**src/rtl/clk_div_monitor.sv**
```systemverilog
// clk_div_monitor: measures period and high time of a divided clock (mon_clk)
// at half-cycle resolution of clk_in, checks them against the expected divide
// ratio and 50% duty, and asserts locked after LOCK_CNT consecutive good cycles.
//
// Handshake: meas_valid is a one-cycle pulse with no ready/backpressure; the
// result outputs change only in the cycle meas_valid is high and hold otherwise.
module clk_div_monitor #(
  parameter int CNT_W    = 8,
  parameter int EXP_DIV  = 3,
  parameter int TOL      = 0,
  parameter int LOCK_CNT = 4
) (
  input  logic             clk_in,
  input  logic             rst,
  input  logic             en,
  input  logic             mon_clk,
  output logic [CNT_W-1:0] period_hc,
  output logic [CNT_W-1:0] high_hc,
  output logic             meas_valid,
  output logic             period_ok,
  output logic             duty_ok,
  output logic             locked,
  output logic             overflow,
  output logic [1:0]       state_dbg
);

  localparam int EW = CNT_W + 2;
  localparam int GW = $clog2(LOCK_CNT + 1);
  localparam logic [EW-1:0] EXP_PER = EW'(2 * EXP_DIV);
  localparam logic [EW-1:0] TOL_E   = EW'(TOL);
  localparam logic [GW-1:0] LOCK_G  = GW'(LOCK_CNT);

  typedef enum logic [1:0] {S_IDLE = 2'd0, S_ARM = 2'd1, S_MEAS = 2'd2} state_t;

  state_t           state_q, state_d;
  logic             s_n_q;
  logic             prev_q, prev_d;
  logic [CNT_W-1:0] hc_q, hc_d, hi_q, hi_d;
  logic [CNT_W-1:0] period_q, period_d, high_q, high_d;
  logic             valid_q, valid_d, pok_q, pok_d, dok_q, dok_d;
  logic             locked_q, locked_d, ovf_q, ovf_d;
  logic [GW-1:0]    good_q, good_d;

  logic             samp_a, samp_b, rise_a, rise_b, sat;
  logic [CNT_W:0]   cnt_a, cnt_b;
  logic [CNT_W-1:0] hi_a, hi_b, meas_per, meas_hi;
  logic [EW-1:0]    per_e, hi2_e, dp, dd;
  logic             p_ok, d_ok;
  logic [GW-1:0]    good_inc;

  // Half-cycle sample of mon_clk taken on the falling edge of clk_in.
  always_ff @(negedge clk_in or negedge rst) begin
    if (!rst) s_n_q <= 1'b0;
    else      s_n_q <= mon_clk;
  end

  // Two-sample edge detection, window counting, checks and FSM next state.
  always_comb begin
    samp_a   = s_n_q;
    samp_b   = mon_clk;
    rise_a   = samp_a & ~prev_q;
    rise_b   = samp_b & ~samp_a;
    // first sample: either opens a new window or extends the current one
    cnt_a    = rise_a ? (CNT_W+1)'(1) : {1'b0, hc_q} + (CNT_W+1)'(1);
    hi_a     = rise_a ? CNT_W'(1) : hi_q + CNT_W'(samp_a);
    // second sample: same, on top of the first
    cnt_b    = rise_b ? (CNT_W+1)'(1) : cnt_a + (CNT_W+1)'(1);
    hi_b     = rise_b ? CNT_W'(1) : hi_a + CNT_W'(samp_b);
    // the closed window excludes the edge sample itself
    meas_per = rise_a ? hc_q : cnt_a[CNT_W-1:0];
    meas_hi  = rise_a ? hi_q : hi_a;
    sat      = cnt_a[CNT_W] | cnt_b[CNT_W];

    per_e    = {2'b00, meas_per};
    hi2_e    = {1'b0, meas_hi, 1'b0};
    dp       = (per_e >= EXP_PER) ? per_e - EXP_PER : EXP_PER - per_e;
    dd       = (hi2_e >= per_e) ? hi2_e - per_e : per_e - hi2_e;
    p_ok     = (dp <= TOL_E);
    d_ok     = (dd <= TOL_E);
    good_inc = (good_q == LOCK_G) ? good_q : good_q + GW'(1);

    state_d  = state_q;
    prev_d   = samp_b;
    hc_d     = hc_q;
    hi_d     = hi_q;
    period_d = period_q;
    high_d   = high_q;
    valid_d  = 1'b0;
    pok_d    = pok_q;
    dok_d    = dok_q;
    locked_d = locked_q;
    ovf_d    = ovf_q;
    good_d   = good_q;

    if (state_q != S_IDLE && !en) begin
      // partial window dropped; lock and overflow history cleared, results held
      state_d  = S_IDLE;
      hc_d     = '0;
      hi_d     = '0;
      good_d   = '0;
      locked_d = 1'b0;
      ovf_d    = 1'b0;
    end else begin
      case (state_q)
        S_IDLE: begin
          hc_d     = '0;
          hi_d     = '0;
          good_d   = '0;
          locked_d = 1'b0;
          ovf_d    = 1'b0;
          if (en) state_d = S_ARM;
        end
        S_ARM: begin
          if (rise_a | rise_b) begin
            hc_d    = cnt_b[CNT_W-1:0];
            hi_d    = hi_b;
            state_d = S_MEAS;
          end
        end
        S_MEAS: begin
          if (sat) begin
            // period too long to measure: no result, restart on next edge
            ovf_d    = 1'b1;
            locked_d = 1'b0;
            good_d   = '0;
            hc_d     = '0;
            hi_d     = '0;
            state_d  = S_ARM;
          end else begin
            hc_d = cnt_b[CNT_W-1:0];
            hi_d = hi_b;
            if (rise_a | rise_b) begin
              period_d = meas_per;
              high_d   = meas_hi;
              pok_d    = p_ok;
              dok_d    = d_ok;
              valid_d  = 1'b1;
              good_d   = (p_ok & d_ok) ? good_inc : '0;
              locked_d = (p_ok & d_ok) && (good_inc == LOCK_G);
            end
          end
        end
        default: state_d = S_IDLE;
      endcase
    end
  end

  // All posedge state, asynchronously cleared.
  always_ff @(posedge clk_in or negedge rst) begin
    if (!rst) begin
      state_q  <= S_IDLE;
      prev_q   <= 1'b0;
      hc_q     <= '0;
      hi_q     <= '0;
      period_q <= '0;
      high_q   <= '0;
      valid_q  <= 1'b0;
      pok_q    <= 1'b0;
      dok_q    <= 1'b0;
      locked_q <= 1'b0;
      ovf_q    <= 1'b0;
      good_q   <= '0;
    end else begin
      state_q  <= state_d;
      prev_q   <= prev_d;
      hc_q     <= hc_d;
      hi_q     <= hi_d;
      period_q <= period_d;
      high_q   <= high_d;
      valid_q  <= valid_d;
      pok_q    <= pok_d;
      dok_q    <= dok_d;
      locked_q <= locked_d;
      ovf_q    <= ovf_d;
      good_q   <= good_d;
    end
  end

  assign period_hc  = period_q;
  assign high_hc    = high_q;
  assign meas_valid = valid_q;
  assign period_ok  = pok_q;
  assign duty_ok    = dok_q;
  assign locked     = locked_q;
  assign overflow   = ovf_q;
  assign state_dbg  = state_q;

endmodule
```
**config.mk**
```make
export PLATFORM = sky130hd
export DESIGN_NAME = clk_div_monitor
export DESIGN_NICKNAME = d
export VERILOG_FILES = /design/src/rtl/clk_div_monitor.sv
export SDC_FILE = /design/constraint.sdc
export NUM_CORES = 1
export LEC_CHECK = 0
export CAP_MARGIN = 20
export CORE_MARGIN = 2
export CORE_UTILIZATION = 60
export DETAILED_ROUTE_END_ITERATION = 7
export PLACE_DENSITY = 0.82
export SLEW_MARGIN = 30
export SYNTH_ARGS = -nofsm -noshare
export SYNTH_HDL_FRONTEND = slang
export SYNTH_SLANG_ARGS = --single-unit
```
**constraint.sdc**
```tcl
create_clock -name clk_in -period 8.77 [get_ports clk_in]
set_input_delay 1.754 -clock clk_in [delete_from_list [all_inputs] [get_ports clk_in]]
set_output_delay 1.754 -clock clk_in [all_outputs]
set_load 0.01 [all_outputs]
```
==> results.yml <==
flow_run:
  maxCapViolCount: 0
layout:
  final_area_um2: 4210
  finish.utilization_pct: 70.3
  nNetsFinal: 513
  drive_gt1_share_pct: 8.94
  area_delta_synth_final_pct: 11.9
  diodes: 0
critical_path:
  cp_max_fo: 5
  cp_top_family: "compound AO/OA/AOI/OAI gates"
  cp-end-kind: "register"
  cp_common_cell: "ha_1"
  required_ns: 8.97
  reg2reg_from: "s_n_q"
  max_stage_delay_ns: 0.48
  startpoint: "s_n_q"
  crit_type: "reg -> reg"
  path_buf_inv: 2
  critPathSlowestCell: "dfrtn_1"
  path_cells: "ha_1 > ha_1 > and2_1 > a21oi_1 > inv_1 > ha_1 > a211o_1 > a21oi_1 > a21oi_2 > nor4_1 > nor3_1 > o2111ai_1 > nor3_2 > buf_4 > and2_2 > a22o_1"
  crit_arrival_ns: 8.74
  cp-start-kind: "register"
route:
  drt-initial-drc-count: 280
  avgViaCountPerCell: 6.42
  drt_wl_total_mm: 9.34
  vias: 3570
  ant_nets: 0
  detail_route.first_pass.iterations: 5
  wl_per_cell_um: 16.8
  drcViolationCount: 0
worst_hold_path:
  hold_path_startpoint: "duty_ok"
  worst_hold_path_type: "reg -> reg"
clock_network:
  cts_root_buf: "clkbuf_8"
  cts_hold_buf: 0
  cts_buffer_depth: 2
  cts_sinks: 44
  tritoncts: "yes"
  htreeDepth: 2
  cts_made_buffers: 5
  clk_latency_ns: 0.31
  path_clk_slew_ns: 0.09
floorplan:
  dieArea_um2: 6930
  initial_utilization_pct: 62.9
  rows: 28
  ios: 27
  die_h_um: 83.2
  coreArea_um2: 5990
  fp.dieW_um: 83.2
synthesis:
  synth.most_common_cell: "nand2_1"
  synthArstFlopShare_pct: 100
  synth-seq-cells: 44
  synth_common_cells: "62 x nand2_1, 46 x o21ai_0, 43 x dfrtp_1, 31 x a21oi_1, 28 x ha_1"
  synth_top_area_cell: "dfrtp_1"
  synth.area.top_cells: "dfrtp_1 29%, ha_1 9.3%, nand2_1 6.2%"
  ys_warn_count: 0
  synth_cell_types: 71
  synth_edf_count: 0
  synth-main-ff-cell: "dfrtp_1"
  netlist.area_leader.share_pct: 28.6
  syn_nets: 493
  syn_inst: 460
  syn_avg_cell_area_um2: 8.19
  seq_area_frac_synth_pct: 29.2
  netlist_area_um2: 3770
timing:
  tightest_slew_ns: 0.626
  report.final.setup_viol: 0
  fin_worst_skew_ns: 0.00993
  max-slew-margin-rel_pct: 57.9
  slew_viol_final: 0
  hold_viol_final: 0
global_route:
  grt_usage_pct: 27.6
  globalRoute.totalOverflow: 0
  grt_pass1_vias: 3348
  antenna_found_initial: 0
  grt_first_pass_wirelength_mm: 15.9
  grt_max_degree: 44
power_and_ir_drop:
  power_density_nw_per_um2: 233
  p_leak_nw: 1.89
  ir_drop_uv: 141
placed_design:
  post_dp_cell_area_um2: 4070
  routabilityCongestion: 0.930
  portBuffers: 26
  post-dp-hpwl_mm: 6.86
run_status:
  status: "finished clean"
[metrics by stage]
step	setup slack, ns	hold WS [ns]	power, mW	instances	TNS [ns]
floorplan	0.715	0.465	0.629	460	0
global placement	0.319	0.459	0.790	547	0
detailed placement	0.189	0.464	0.796	547	0
CTS	0.134	0.486	0.971	555	0
global route	-0.0294	0.511	1.05	556	-0.0618
finish	0.225	0.479	0.981	556	0
[area by class of cell]
| class | count | area (µm²) |
|---|---|---|
| multi-input cells | 363 | 2450 |
| fillers | 465 | 1780 |
| flip-flops and latches | 44 | 1100 |
| repair buffers | 37 | 338 |
| inverters | 29 | 109 |
| well taps | 75 | 93.8 |
| clock buffers | 6 | 82.6 |
| clock inverters | 2 | 38.8 |
[metal layers]
metal | global-route usage [%] | share of wire (%) | vias to the layer above | wire, µm
met3 | 4.57 | 6.3 | 38 | 590
met4 | 11.6 | 3.9 | 0 | 360
met5 | 0 | 0 | - | 0
li1 | - | - | 1678 | -
met1 | 37.6 | 44 | 1687 | 4140
met2 | 43.7 | 45 | 167 | 4240
[kinds of logic (layout without fill, tap and decap cells)]
| group | Yosys count | count (layout) | share of synthesized area (%) |
|---|---|---|---|
| multiplexers | 1 | 1 | 0.266 |
| buffers and inverters | 53 | 74 | 6.08 |
| AND/OR/NAND/NOR | 158 | 158 | 21.9 |
| XOR/XNOR | 32 | 32 | 7.64 |
| AO/OA/AOI/OAI | 143 | 143 | 25.0 |
| flip-flops | 44 | 44 | 29.2 |
| adder cells (fa/ha/maj) | 29 | 29 | 9.83 |
[what timing repair did]
item | in CTS | in global routing
endpoints found under the setup margin | 0 | 5
setup buffers | 0 | 1
resized for setup | 0 | 4
[flip-flops by register name (all words and copies together) (netlist names)]
signal	flops
duty_ok	1
good_q	3
hc_q	8
hi_q	8
high_hc	8
locked	1
meas_valid	1
overflow	1
period_hc	8
period_ok	1
prev_q	1
s_n_q	1
state_dbg	2
[where the power goes]
part           internal [mW]  switching, mW
clock                 0.0933         0.0767
combinational          0.232          0.308
sequential             0.242         0.0294
[worst register-to-register path: stages (launching register included)]
cell and delay [ns]:
dfrtn_1 0.48, ha_1 0.25, ha_1 0.26, and2_1 0.18, a21oi_1 0.46, inv_1 0.14, ha_1 0.27, a211o_1 0.29
a21oi_1 0.24, a21oi_2 0.16, nor4_1 0.41, nor3_1 0.09, o2111ai_1 0.25, nor3_2 0.08, buf_4 0.16, and2_2 0.18
a22o_1 0.18
[cells in the final DEF (no fill, tap or decap), types with 4 or more instances in the layout]
cell type and count:
o21a_1 6, and3_1 4, nor2b_1 6, a22o_1 4
clkbuf_8 6, a31oi_1 4, a21o_1 9, nor2_1 27
ha_1 27, nand2_1 62, o31ai_1 4, inv_1 26
nor4_1 7, xor2_1 11, clkdlybuf4s50_1 25, a21oi_1 28
nor3_1 7, xnor2_1 20, buf_4 11, nand2b_1 5
nand3_1 13, a21oi_2 4, dfrtp_1 43, or3_1 4
o21ai_0 46
[path summary, 6_finish.rpt]
check,endpoint,slack [ns],depth (start not counted)
worst max register to register,locked,0.22,16
worst max-delay path,locked,0.22,16
worst min register to register,duty_ok,0.48,2
max in group asynchronous,s_n_q,3.10,1
worst min-delay path,duty_ok,0.48,2
min in group asynchronous,period_hc[7],1.60,2
Power figures use the tool's default switching activity.
==> edit: new RTL, same flow settings <==
`hc_q` no longer has a reset.
--- a/src/rtl/clk_div_monitor.sv
+++ b/src/rtl/clk_div_monitor.sv
@@ -150,7 +150,6 @@
     if (!rst) begin
       state_q  <= S_IDLE;
       prev_q   <= 1'b0;
-      hc_q     <= '0;
       hi_q     <= '0;
       period_q <= '0;
       high_q   <= '0;
@@ -163,7 +162,6 @@
     end else begin
       state_q  <= state_d;
       prev_q   <= prev_d;
-      hc_q     <= hc_d;
       hi_q     <= hi_d;
       period_q <= period_d;
       high_q   <= high_d;
@@ -176,6 +174,10 @@
     end
   end
 
+  always_ff @(posedge clk_in) begin
+    hc_q <= hc_d;
+  end
+
   assign period_hc  = period_q;
   assign high_hc    = high_q;
   assign meas_valid = valid_q;
Function: not checked (the comparison handles one clock edge and no latches or derived clocks); the edit may change what the design does.
==> edit against the unedited design <==
  * Count of clock-buffer cells in the layout is 1 lower
  * Worst setup slack better by 0.15 ns
  * Wire length shrank 5.2%
  * Sequential cell count unchanged
  * Clock skew decreased by 0.0015 ns
  * Non-clock buffer count down 8
  * Final area increased by 0.39%
  * Total power decreased by 8.5%
  * Highest routed layer unchanged
  * Critical endpoint is now good_q[0]
  * Sequential power is 7% higher
  * Via count decreased by 3.5%
  * Clock power decreased by 2%
  * Area after synthesis increased by 3.2%
==> edit: results (changes against the unedited design) <==
gp_congestion: 0.9434  # was 0.9298
holdPathStages: 1  # was 2
clock_buffers: 5  # was 6
fin_skew_ns: 0.008482  # was 0.009934 ns
buffers: 29  # was 37
synth_cell_types: 77  # was 71
dpl.cell_count: 539  # was 547
critPathCapture: "good_q[0]"  # was locked
synthTopCellsByCount: "nor2_1, a21oi_1, dfrtp_1"  # was nand2_1, o21ai_0, dfrtp_1
clkCellAreaFrac: 0.02721  # was 0.02880
dpl_cell_area_mm2: 0.004113  # was 0.004071 mm^2
worst-path-max-fanout: 26  # was 5
vias_per_cell: 6.300  # was 6.421
synth.net_count: 492  # was 493
fin_ws_ns: 0.3791  # was 0.2247 ns
avgSynthCellArea_um2: 8.467  # was 8.187 um^2
grt_pass1_vias: 3107  # was 3348
wl_per_cell_um: 16.19  # was 16.79 um
grt_max_degree: 37  # was 44
hpwl_um: 6370  # was 6862 um
n_fill_cell: 508  # was 465
nWellTaps: 77  # was 75
irDropWorstVdd_mv: 0.1366  # was 0.1414 mV
inverters: 33  # was 29
synthTopCellsByArea: "dfrtp_1, ha_1, a21oi_1"  # was dfrtp_1, ha_1, nand2_1
status: "completed"  # unchanged
tightest_slew_ns: 0.8124  # was 0.6257 ns
first_iter_violations: 289  # was 280
buffer_area_frac: 0.06566  # was 0.08017
synth-seq-area-share: 0.2730  # was 0.2924
min-delay-start: "period_ok"  # was duty_ok
multi_input_cells: 356  # was 363
[edit: cell types whose count changed in the layout (fill, tap and decap cells not counted), moves of 13 or more]
cell	before	now
o21ai_0	46	19
nor2_1	27	52
a21oi_1	28	41
nand2_1	62	31
[edit: worst max-delay path: stages (launching register included)]
cell and delay (ns):
dfrtn_1 0.47, nor2b_4 0.57, inv_2 0.27, and2_1 0.26
a21oi_1 0.41, ha_1 0.36, nor2b_1 0.15, o21ai_0 0.25
nand2b_1 0.15, xnor2_1 0.22, o2111ai_1 0.16, o41ai_2 0.29
buf_4 0.19, o211ai_1 0.10, nand2_1 0.11
[edit: where the power goes]
| group | switching, W | internal (W) | total (W) | leakage (nW) |
|---|---|---|---|---|
| logic | 0.000243 | 0.000198 | 0.000441 | 1.28 |
| clock network | 0.0000799 | 0.0000859 | 0.000166 | 0.0548 |
| registers | 0.0000394 | 0.000251 | 0.000290 | 0.532 |
| total | 0.000362 | 0.000535 | 0.000898 | 1.87 |
[edit: per-layer routing]
metal | global-route usage | vias up | share of wire
met1 | 0.3650 | 1644 | 0.46
met5 | 0 | - | 0
li1 | - | 1663 | -
met2 | 0.3894 | 106 | 0.46
met4 | 0.09812 | 0 | 0.031
met3 | 0.04130 | 33 | 0.049
[edit: cell families after synthesis]
logic type               after synthesis  share of synthesized area
AO/OA/AOI/OAI                        134                     0.2489
XOR/XNOR                              28                    0.07180
adder cells (fa/ha/maj)               29                    0.09530
buffers and inverters                 59                    0.06986
flip-flops                            44                     0.2730
multiplexers                           5                    0.01449
AND/OR/NAND/NOR                      160                     0.2267
